===== src/rtl/dot_prod_feeder.sv =====
// Streams NUM_SV support vectors against one test vector into dot_prod, one pixel pair per clock,
// and returns each captured dot product on a valid/ready result port.
module dot_prod_feeder #(
    parameter int unsigned XLEN_PIXEL    = 8,
    parameter int unsigned NUM_OF_PIXELS = 30,
    parameter int unsigned NUM_SV        = 4,
    parameter int unsigned MAC_LAT       = 1,
    localparam int unsigned TAW = (NUM_OF_PIXELS > 1) ? $clog2(NUM_OF_PIXELS) : 1,
    localparam int unsigned SAW = (NUM_OF_PIXELS * NUM_SV > 1) ? $clog2(NUM_OF_PIXELS * NUM_SV) : 1,
    localparam int unsigned IW  = (NUM_SV > 1) ? $clog2(NUM_SV) : 1,
    localparam int unsigned RW  = 4 * XLEN_PIXEL
) (
    input  logic                  clk,
    input  logic                  rst,
    input  logic                  start,
    output logic                  busy,
    output logic                  done,
    output logic [TAW-1:0]        test_addr,
    output logic [SAW-1:0]        sv_addr,
    input  logic [XLEN_PIXEL-1:0] test_rdata,
    input  logic [XLEN_PIXEL-1:0] sv_rdata,
    output logic                  mac_clr,
    output logic [XLEN_PIXEL-1:0] x_test,
    output logic [XLEN_PIXEL-1:0] x_sv,
    input  logic [RW-1:0]         mac_out,
    output logic                  res_valid,
    input  logic                  res_ready,
    output logic [RW-1:0]         res_data,
    output logic [IW-1:0]         res_idx
);

    localparam int unsigned N         = NUM_OF_PIXELS;
    localparam int unsigned DRAIN_CYC = MAC_LAT + 2;
    localparam int unsigned CMAX      = (N > DRAIN_CYC) ? N : DRAIN_CYC;
    localparam int unsigned CW        = $clog2(CMAX + 1);

    typedef enum logic [2:0] {
        S_IDLE,
        S_CLR,
        S_STREAM,
        S_DRAIN,
        S_HOLD
    } state_t;

    state_t          state, state_nxt;
    logic [CW-1:0]   cnt;
    logic [IW-1:0]   sv_idx;
    logic [SAW-1:0]  sv_base;
    logic            rd_valid;
    logic            cnt_last;
    logic            xfer;
    logic            last_sv;

    assign xfer    = res_valid && res_ready;
    assign last_sv = (sv_idx == IW'(NUM_SV - 1));

    always_comb begin
        cnt_last = 1'b0;
        if (state == S_STREAM)
            cnt_last = (cnt == CW'(N - 1));
        else if (state == S_DRAIN)
            cnt_last = (cnt == CW'(DRAIN_CYC - 1));
    end

    always_ff @(posedge clk or posedge rst) begin
        if (rst)
            state <= S_IDLE;
        else
            state <= state_nxt;
    end

    // done marks the first IDLE cycle after a run; a start seen there is still ignored
    always_comb begin
        state_nxt = state;
        busy      = 1'b1;
        mac_clr   = 1'b1;
        case (state)
            S_IDLE: begin
                busy = 1'b0;
                if (start && !done)
                    state_nxt = S_CLR;
            end
            S_CLR:    state_nxt = S_STREAM;
            S_STREAM: begin
                mac_clr = 1'b0;
                if (cnt_last)
                    state_nxt = S_DRAIN;
            end
            S_DRAIN: begin
                mac_clr = 1'b0;
                if (cnt_last)
                    state_nxt = S_HOLD;
            end
            S_HOLD: begin
                if (xfer)
                    state_nxt = last_sv ? S_IDLE : S_CLR;
            end
            default: state_nxt = S_IDLE;
        endcase
    end

    always_ff @(posedge clk or posedge rst) begin
        if (rst) begin
            cnt <= '0;
        end else if ((state == S_STREAM) || (state == S_DRAIN)) begin
            cnt <= cnt_last ? '0 : cnt + CW'(1);
        end else begin
            cnt <= '0;
        end
    end

    // sv_base tracks sv_idx*N incrementally so no multiplier is needed
    always_ff @(posedge clk or posedge rst) begin
        if (rst) begin
            sv_idx  <= '0;
            sv_base <= '0;
        end else if (state == S_IDLE) begin
            sv_idx  <= '0;
            sv_base <= '0;
        end else if ((state == S_HOLD) && xfer) begin
            if (last_sv) begin
                sv_idx  <= '0;
                sv_base <= '0;
            end else begin
                sv_idx  <= sv_idx + IW'(1);
                sv_base <= sv_base + SAW'(N);
            end
        end
    end

    assign test_addr = (state == S_STREAM) ? TAW'(cnt) : '0;
    assign sv_addr   = (state == S_STREAM) ? sv_base + SAW'(cnt) : '0;

    // rd_valid flags the cycle in which the RAM returns a pair issued during STREAM
    always_ff @(posedge clk or posedge rst) begin
        if (rst) begin
            rd_valid <= 1'b0;
            x_test   <= '0;
            x_sv     <= '0;
        end else begin
            rd_valid <= (state == S_STREAM);
            x_test   <= rd_valid ? test_rdata : '0;
            x_sv     <= rd_valid ? sv_rdata : '0;
        end
    end

    always_ff @(posedge clk or posedge rst) begin
        if (rst) begin
            res_valid <= 1'b0;
            res_data  <= '0;
            res_idx   <= '0;
            done      <= 1'b0;
        end else begin
            done <= (state == S_HOLD) && xfer && last_sv;
            if ((state == S_DRAIN) && cnt_last) begin
                res_data  <= mac_out;
                res_idx   <= sv_idx;
                res_valid <= 1'b1;
            end else if ((state == S_HOLD) && xfer) begin
                res_valid <= 1'b0;
            end
        end
    end

endmodule


===== config.mk =====
export PLATFORM = sky130hd
export DESIGN_NAME = dot_prod_feeder
export DESIGN_NICKNAME = d
export VERILOG_FILES = /design/src/rtl/dot_prod_feeder.sv
export SDC_FILE = /design/constraint.sdc
export NUM_CORES = 1
export LEC_CHECK = 0
export ABC_AREA = 1
export CORE_ASPECT_RATIO = 0.9
export CORE_UTILIZATION = 45
export CTS_CLUSTER_SIZE = 14
export DETAILED_ROUTE_END_ITERATION = 8
export GPL_ROUTABILITY_DRIVEN = 0
export PLACE_DENSITY = 0.81
export SLEW_MARGIN = 20
export SYNTH_ARGS = -nofsm -noshare
export SYNTH_HDL_FRONTEND = slang
export SYNTH_SLANG_ARGS = --single-unit

===== constraint.sdc =====
create_clock -name clk -period 2.45 [get_ports clk]
set_input_delay 0.49 -clock clk [delete_from_list [all_inputs] [get_ports clk]]
set_output_delay 0.49 -clock clk [all_outputs]
set_load 0.01 [all_outputs]

==> results of run 1 <==
[logic make-up (layout without fill, tap and decap cells)]
group | count (synthesis) | count (layout) | synth area share
flops | 69 | 69 | 0.536
fa+ha+maj | 10 | 10 | 0.0412
compound gates | 55 | 55 | 0.110
buf+inv | 84 | 218 | 0.116
other cells | 1 | 1 | 0.00116
simple gates | 145 | 145 | 0.190
xor+xnor | 2 | 2 | 0.00544
[registers in the layout (all words and copies together) (netlist names)]
signal     cells
done           1
x_sv           8
res_valid      1
res_idx        2
rd_valid       1
sv_idx         2
x_test         8
cnt            5
state          3
sv_base        6
res_data      32
[layout by cell type, fill, tap and decap left out, types with 2 or more instances in the layout]
master	synthesis	routed
dlygate4sd2_1	0	5
bufinv_16	0	2
nand3_1	13	13
buf_4	0	9
o21ai_1	18	18
inv_2	1	3
nor3_1	3	2
nand2_1	91	91
nor2_4	1	2
ha_4	0	3
nor2_1	29	28
nand4_1	4	4
inv_1	74	72
clkdlybuf4s50_1	0	110
clkinvlp_4	0	2
o21ai_2	18	18
o21ai_0	7	7
clkbuf_8	2	10
a21oi_1	7	7
dfrtp_1	69	68
ha_1	9	6
[per-layer routing]
metal  global-route usage  up-vias  part of all wire
met5                    0        -                 0
met4               0.0429        0            0.0034
met3               0.0824        7             0.077
met2                0.374      107              0.48
met1                0.265     1259              0.44
li1                     -     1371                 -
[what timing repair did]
action	4_1_cts	5_1_grt
endpoints found under the setup margin	12	9
resized for setup	12	6
pin swaps	1	3
endpoints found under the hold margin	0	0
setup buffers	1	1
[area by class of cell]
cell class              instances  area [um2]  share of cell area
multi-input cells             213        1170               0.246
clock inverters                 5        83.8              0.0176
inverters                      75         282              0.0590
clock buffers                  11         141              0.0296
repair buffers                127        1250               0.262
well taps                      90         113              0.0236
flip-flops and latches         69        1730               0.362
[worst paths after layout]
check                              from      endpoint  slack [ps]
max                            state[2]  test_addr[3]         120
max in group asynchronous           rst        cnt[3]        1600
min                        res_data[13]  res_data[13]         490
min in group asynchronous           rst       x_sv[7]         530
max reg2reg                      cnt[0]        cnt[1]         730
min reg2reg                res_data[13]  res_data[13]         490
[through the flow]
stage / power (mW) / util / area [um2] / hold WS (ps)
finish: 5.41 / 0.709 / 4770 / 487
global route: 5.85 / 0.709 / 4770 / 517
CTS: 5.43 / 0.705 / 4740 / 488
detailed placement: 4.39 / 0.667 / 4480 / 470
global placement: 4.29 / 0.667 / 4480 / 464
floorplan: 3.06 / - / 3220 / 477
[critical path, stage by stage, from the launching register on]
cell and delay, ps:
dfrtp_1 390, inv_2 60, nand2_2 90, nor2_4 160, inv_1 120, nor2_1 130
clkdlybuf4s50_1 540
[power groups by stage]
stage | clock network [mW] | registers (mW) | logic [mW]
after detailed placement | 0 | 1.83 | 2.56
final | 1.03 | 1.84 | 2.55
after global placement | 0 | 1.80 | 2.48
after floorplan | 0 | 1.94 | 1.12
after CTS | 1.06 | 1.83 | 2.55
after global routing | 1.11 | 1.89 | 2.85
==> metrics.log, run 1 <==
[metrics] max-capacitance violation count: 0
[metrics] Critical Path Source Type: flip-flop
[metrics] proportion of power drawn by combinational gates: 0.471
[metrics] category of the critical setup timing path: reg -> out
[metrics] half-perimeter wire length of the detailed placement result: 5550 um
[metrics] proportion of netlist area held by the largest area contributor: 0.536
[metrics] count of final hold-check violations: 0
[metrics] Worst Hold Depth: 2
[metrics] maximum level of the CTS H-tree: 3
[metrics] worst r2r path cells: 6
[metrics] antenna violations before repair: 0
[metrics] Leakage: 2.45 nW
[metrics] die width: between 90 and 100 um
[metrics] EDFF count, synth: 0
[metrics] count of nets left with antenna violations after detail routing: 0
[metrics] register share of total power: 0.339
[metrics] sum of overflow across all layers after global routing: 0
[metrics] area of the core: 0.00673 mm2
[metrics] outcome: complete, no violations
[metrics] ys async rst share: 1.00
[metrics] largest net degree at the start of global routing: 70
[metrics] Total Die Area: around 0.0075 mm2
[metrics] count of mapped cells out of synthesis: 366
[metrics] min Tclk post-route: 2330 ps
[metrics] quantity of hold-fixing buffers added after cts: 0
[metrics] clock latency of the later-clocked register in the worst-skew pair: 340 ps
[metrics] CTS buffer count: 9
[metrics] data required time at the worst endpoint: 1960 ps
[metrics] share of the clock period used by the worst path: 0.950
[metrics] count of standard-cell rows: 28
[metrics] leading post-synthesis cells by cell area: dfrtp_1, nand2_1, inv_1
[metrics] number of flip-flops and latches in the synthesized netlist: a little under 70
[metrics] Synth Flop Type: dfrtp_1
[metrics] final wirelength: around 7400 um
[metrics] Area Growth Syn to Fin: 48.2%
[metrics] ant diodes: 0
[metrics] # DRC: 0
[metrics] Final Max Slew Viols: 0
[metrics] final worst setup slack: 122 ps
[metrics] dominant cell by count in the synthesized netlist: nand2_1
[metrics] Internal Power: 3.48 mW
[metrics] effective utilization at floorplan: 0.479
[metrics] global-route wire length before repair: 12500 um
[metrics] Mean Syn Cell Area: 8.80 um2
[metrics] Worst Setup Slack post-DPL: ~140 ps
[metrics] boundary pin count: 118
[metrics] number of nets in the layout: 557
[metrics] Starting DRT DRC Count: 139
[metrics] CTS Root Cell: clkbuf_8
[metrics] Min-Delay Path Class: reg -> reg
[metrics] Worst Tran Pin Value: 574 ps
[metrics] switching pwr: 1.93 mW
[metrics] part of the Yosys area used for sequential elements: 0.536
[metrics] cell area after technology mapping: around 0.0032 mm2
[metrics] warning count from the yosys run: 0
[metrics] type of element capturing the critical path: output port
[metrics] count of buffers inserted at the top-level ports: 117
[metrics] # placed instances: 572
[metrics] Avg Vias per Cell: 4.65
[metrics] portion of total power attributed to the clock network: 0.190
[metrics] average routed wire per standard cell: 12.6 um
[metrics] vias in the first global route: roughly 2700
[metrics] First-pass DRT Iterations: 4
[metrics] All-Layer GR Usage: 0.217
[metrics] Setup TNS Final: 0 ps
[metrics] Chip Height: 82.2 um
[metrics] number of nets produced by synthesis: between 400 and 500
[metrics] clock tree from TritonCTS: built
[metrics] non-filler instance count after layout: a little under 600
[metrics] number of distinct library cells after synthesis: 30
[metrics] relative slew slack: 0.617
[metrics] leading area contributor after synthesis: dfrtp_1
[metrics] critical path data arrival time: 1840 ps
[metrics] total via count in the routed design: 2744
[metrics] clock transition at the register clock pins on the worst setup and hold paths after CTS: 80 ps
[metrics] maximum resistive drop on vdd: 0.000868 V
[metrics] total power divided by cell area: about 1100 mW/mm2
[metrics] Setup-failing EPs final: 0
[metrics] Fmax achieved: about 0.43 GHz
[metrics] number of fillers in the final layout: 524
[metrics] Num Clock Sinks: 69
[metrics] Max Clock Skew: between 9 and 10 ps
[metrics] top post-synthesis cells by count: nand2_1, inv_1, dfrtp_1, nor2_1
[metrics] fraction of layout instances using a drive strength above 1: 0.120
[metrics] Max Fanout on Critical Path: 7
[metrics] number of buffers on the longest clock path: 2
[metrics] switching part of the total power: 0.357
No activity file was read; power rests on OpenSTA's default activity.
==> inputs of run 2 (changes only) <==
--- a/config.mk
+++ b/config.mk
@@ -6,6 +6,7 @@
 export NUM_CORES = 1
 export LEC_CHECK = 0
 export ABC_AREA = 1
+export CAP_MARGIN = 10
 export CORE_ASPECT_RATIO = 0.9
 export CORE_UTILIZATION = 45
 export CTS_CLUSTER_SIZE = 14
==> results of run 2 <==
Same layout as run 1: the final DEF is identical, and so are final timing and power.
==> inputs of run 3 (changes only) <==
==> constraint.sdc (replaced) <==
create_clock -name clk -period 2.45 [get_ports clk]
set_input_delay 0.49 -clock clk [delete_from_list [all_inputs] [get_ports clk]]
set_output_delay 0.49 -clock clk [all_outputs]
set_load 0.02 [all_outputs]
==> run 3 against run 2 <==
Compared with the run above:
- power up 6.5%
- clock skew about the same
- global-route usage down 0.23 points
- core utilization unchanged
- first-iteration DRC count down 19%
- critical path type unchanged
==> metrics.log, run 3 (synthesis gave the netlist of run 1 again) <==
[metrics] ant diodes: 0 (unchanged)
[metrics] outcome: complete, no violations
[metrics] First-pass DRT Iterations: 4 (unchanged)
[metrics] # placed instances: 574 (+0.35%)
[metrics] biggest regs: res_data: 32 flops, x_sv: 8 flops, x_test: 8 flops
[metrics] Num Clock Sinks: 69 (unchanged)
[metrics] Chip Height: 82.2 um (unchanged)
[metrics] clock tree from TritonCTS: built
[metrics] critical path data arrival time: 1850 ps (about the same)
[metrics] maximum level of the CTS H-tree: 3 (unchanged)
[metrics] number of fillers in the final layout: 554 (+5.7%)
[metrics] min Tclk post-route: 2340 ps (+8.94 ps)
[metrics] Worst Tran Pin Value: 561 ps (-12.6 ps)
[metrics] maximum resistive drop on vdd: 0.000848 V (-2.3%)
[metrics] largest net degree at the start of global routing: 70 (unchanged)
[metrics] fraction of layout instances using a drive strength above 1: 0.122 (+0.00200)
[metrics] switching pwr: 2.29 mW (+19%)
[metrics] Final Max Slew Viols: 0 (unchanged)
[metrics] effective utilization at floorplan: 0.479 (unchanged)
[metrics] Max Fanout on Critical Path: 4 (-3)
[metrics] antenna violations before repair: 0 (unchanged)
[metrics] data required time at the worst endpoint: 1960 ps (about the same)
[metrics] sum of overflow across all layers after global routing: 0 (unchanged)
[metrics] total via count in the routed design: 2775 (+1.1%)
[metrics] type of element capturing the critical path: output port
[metrics] Setup-failing EPs final: 0 (unchanged)
[metrics] Internal Power: 3.47 mW (-0.21%)
[metrics] clock transition at the register clock pins on the worst setup and hold paths after CTS: 70 ps (about the same)
[metrics] Avg Vias per Cell: 4.70 (+1.1%)
[metrics] CTS Root Cell: clkbuf_8
[metrics] most used cells in the layout excluding fill and tap cells: clkdlybuf4s50_1, nand2_1, inv_1
[metrics] share of the clock period used by the worst path: 0.954 (+0.00365)
[metrics] Setup TNS Final: 0 ps (unchanged)
[metrics] vias in the first global route: 2707 (+0.97%)
[metrics] Max Clock Skew: 9.47 ps (-0.142 ps)
[metrics] portion of total power attributed to the clock network: 0.176 (-0.014)
[metrics] half-perimeter wire length of the detailed placement result: 5620 um (+1.2%)
[metrics] final wirelength: 7470 um (+0.85%)
[metrics] # DRC: 0 (unchanged)
[metrics] boundary pin count: 118 (unchanged)
[metrics] Critical Path Source Type: flip-flop
[metrics] count of standard-cell rows: 28 (unchanged)
[metrics] count of buffers inserted at the top-level ports: 117 (unchanged)
[metrics] number of nets in the layout: 557 (unchanged)
[metrics] area of the core: 0.00673 mm2 (unchanged)
[metrics] average routed wire per standard cell: 12.7 um (+0.85%)
[metrics] post-cts repair resize count: 17 (+5)
[metrics] max-capacitance violation count: 0 (unchanged)
[metrics] global-route wire length before repair: 12400 um (-0.50%)
[metrics] Min-Delay Path Class: reg -> reg
[metrics] Fmax achieved: 0.428 GHz (-0.38%)
[metrics] Post CTS Setup Buffer Count: 0 (-1)
[metrics] number of buffers on the longest clock path: 2 (unchanged)
[metrics] Area Growth Syn to Fin: 48.2% (unchanged)
[metrics] Total Die Area: 0.00750 mm2 (unchanged)
[metrics] leading cell type in the layout, fill and taps excluded: clkdlybuf4s50_1
[metrics] relative slew slack: 0.626 (+0.00841)
[metrics] total power divided by cell area: 1210 mW/mm2 (+6.5%)
[metrics] quantity of hold-fixing buffers added after cts: 0 (unchanged)
[metrics] category of the critical setup timing path: reg -> out
[metrics] register share of total power: 0.319 (-0.020)
[metrics] flip-flop count of the largest register after layout: 32 (unchanged)
[metrics] All-Layer GR Usage: 0.215 (-0.00230)
[metrics] register bank with the most flops: res_data
[metrics] Starting DRT DRC Count: 112 (-19%)
[metrics] Leakage: 2.50 nW (+2.1%)
[metrics] non-filler instance count after layout: 590 (unchanged)
[metrics] die width: 91.2 um (unchanged)
[metrics] proportion of power drawn by combinational gates: 0.505 (+0.034)
[metrics] RSZ-0062 raised after global routing: false
[metrics] count of nets left with antenna violations after detail routing: 0 (unchanged)
[metrics] CTS buffer count: 9 (unchanged)
[metrics] count of final hold-check violations: 0 (unchanged)
[metrics] clock latency of the later-clocked register in the worst-skew pair: 330 ps (about the same)
[metrics] switching part of the total power: 0.398 (+0.0407)
## run 3: worst paths after layout
| kind | startpoint | to | slack (ps) | depth (start not counted) |
|---|---|---|---|---|
| max reg2reg | cnt[0] | cnt[4] | 710 | 6 |
| max in group asynchronous | rst | cnt[3] | 1600 | 3 |
| min reg2reg | res_data[20] | res_data[20] | 480 | 2 |
| min in group asynchronous | rst | x_sv[7] | 550 | 3 |
| max | cnt[2] | sv_addr[5] | 110 | 6 |
| min | res_data[20] | res_data[20] | 480 | 2 |
## run 3: final cells by class
cell class,count,area (um2),share of cell area
well taps,90,113,0.0236
flip-flops and latches,69,1730,0.363
inverters,75,282,0.0590
clock inverters,5,83.8,0.0176
clock buffers,11,141,0.0296
repair buffers,127,1260,0.264
multi-input cells,213,1160,0.243
## run 3: routing by layer
layer / wire length, um / up-vias / track usage / share of wire
li1: - / 1372 / - / -
met5: 0 / - / 0 / 0
met3: 575 / 8 / 0.0751 / 0.077
met1: 3240 / 1290 / 0.263 / 0.43
met2: 3610 / 105 / 0.366 / 0.48
met4: 45 / 0 / 0.0587 / 0.0060
## run 3: power by group through the flow
stage / registers (mW) / clock network (mW) / logic [mW]
6_report: 1.84 / 1.02 / 2.91
5_1_grt: 1.89 / 1.10 / 3.18
4_1_cts: 1.83 / 1.05 / 2.94
3_5_place_dp: 1.83 / 0 / 2.94
3_3_place_gp: 1.80 / 0 / 2.87
2_1_floorplan: 2.17 / 0 / 1.25
## run 3: worst max-delay path, cell delays in order, from the launching register on
cell and delay, ps:
dfrtp_1 390, ha_1 340, a21o_1 220, nand2_1 80, a21oi_1 60, nor2_1 100
dlygate4sd2_1 330
## run 3: stage by stage
stage	worst slack, ps	hold slack, ps	utilization	total power [mW]	instance area, um2
floorplan	220	477	-	3.42	3220
global placement	120	464	0.669	4.67	4500
detailed placement	22.6	470	0.669	4.78	4500
CTS	20.2	487	0.708	5.83	4760
global route	12.3	504	0.709	6.18	4770
finish	113	481	0.709	5.77	4770
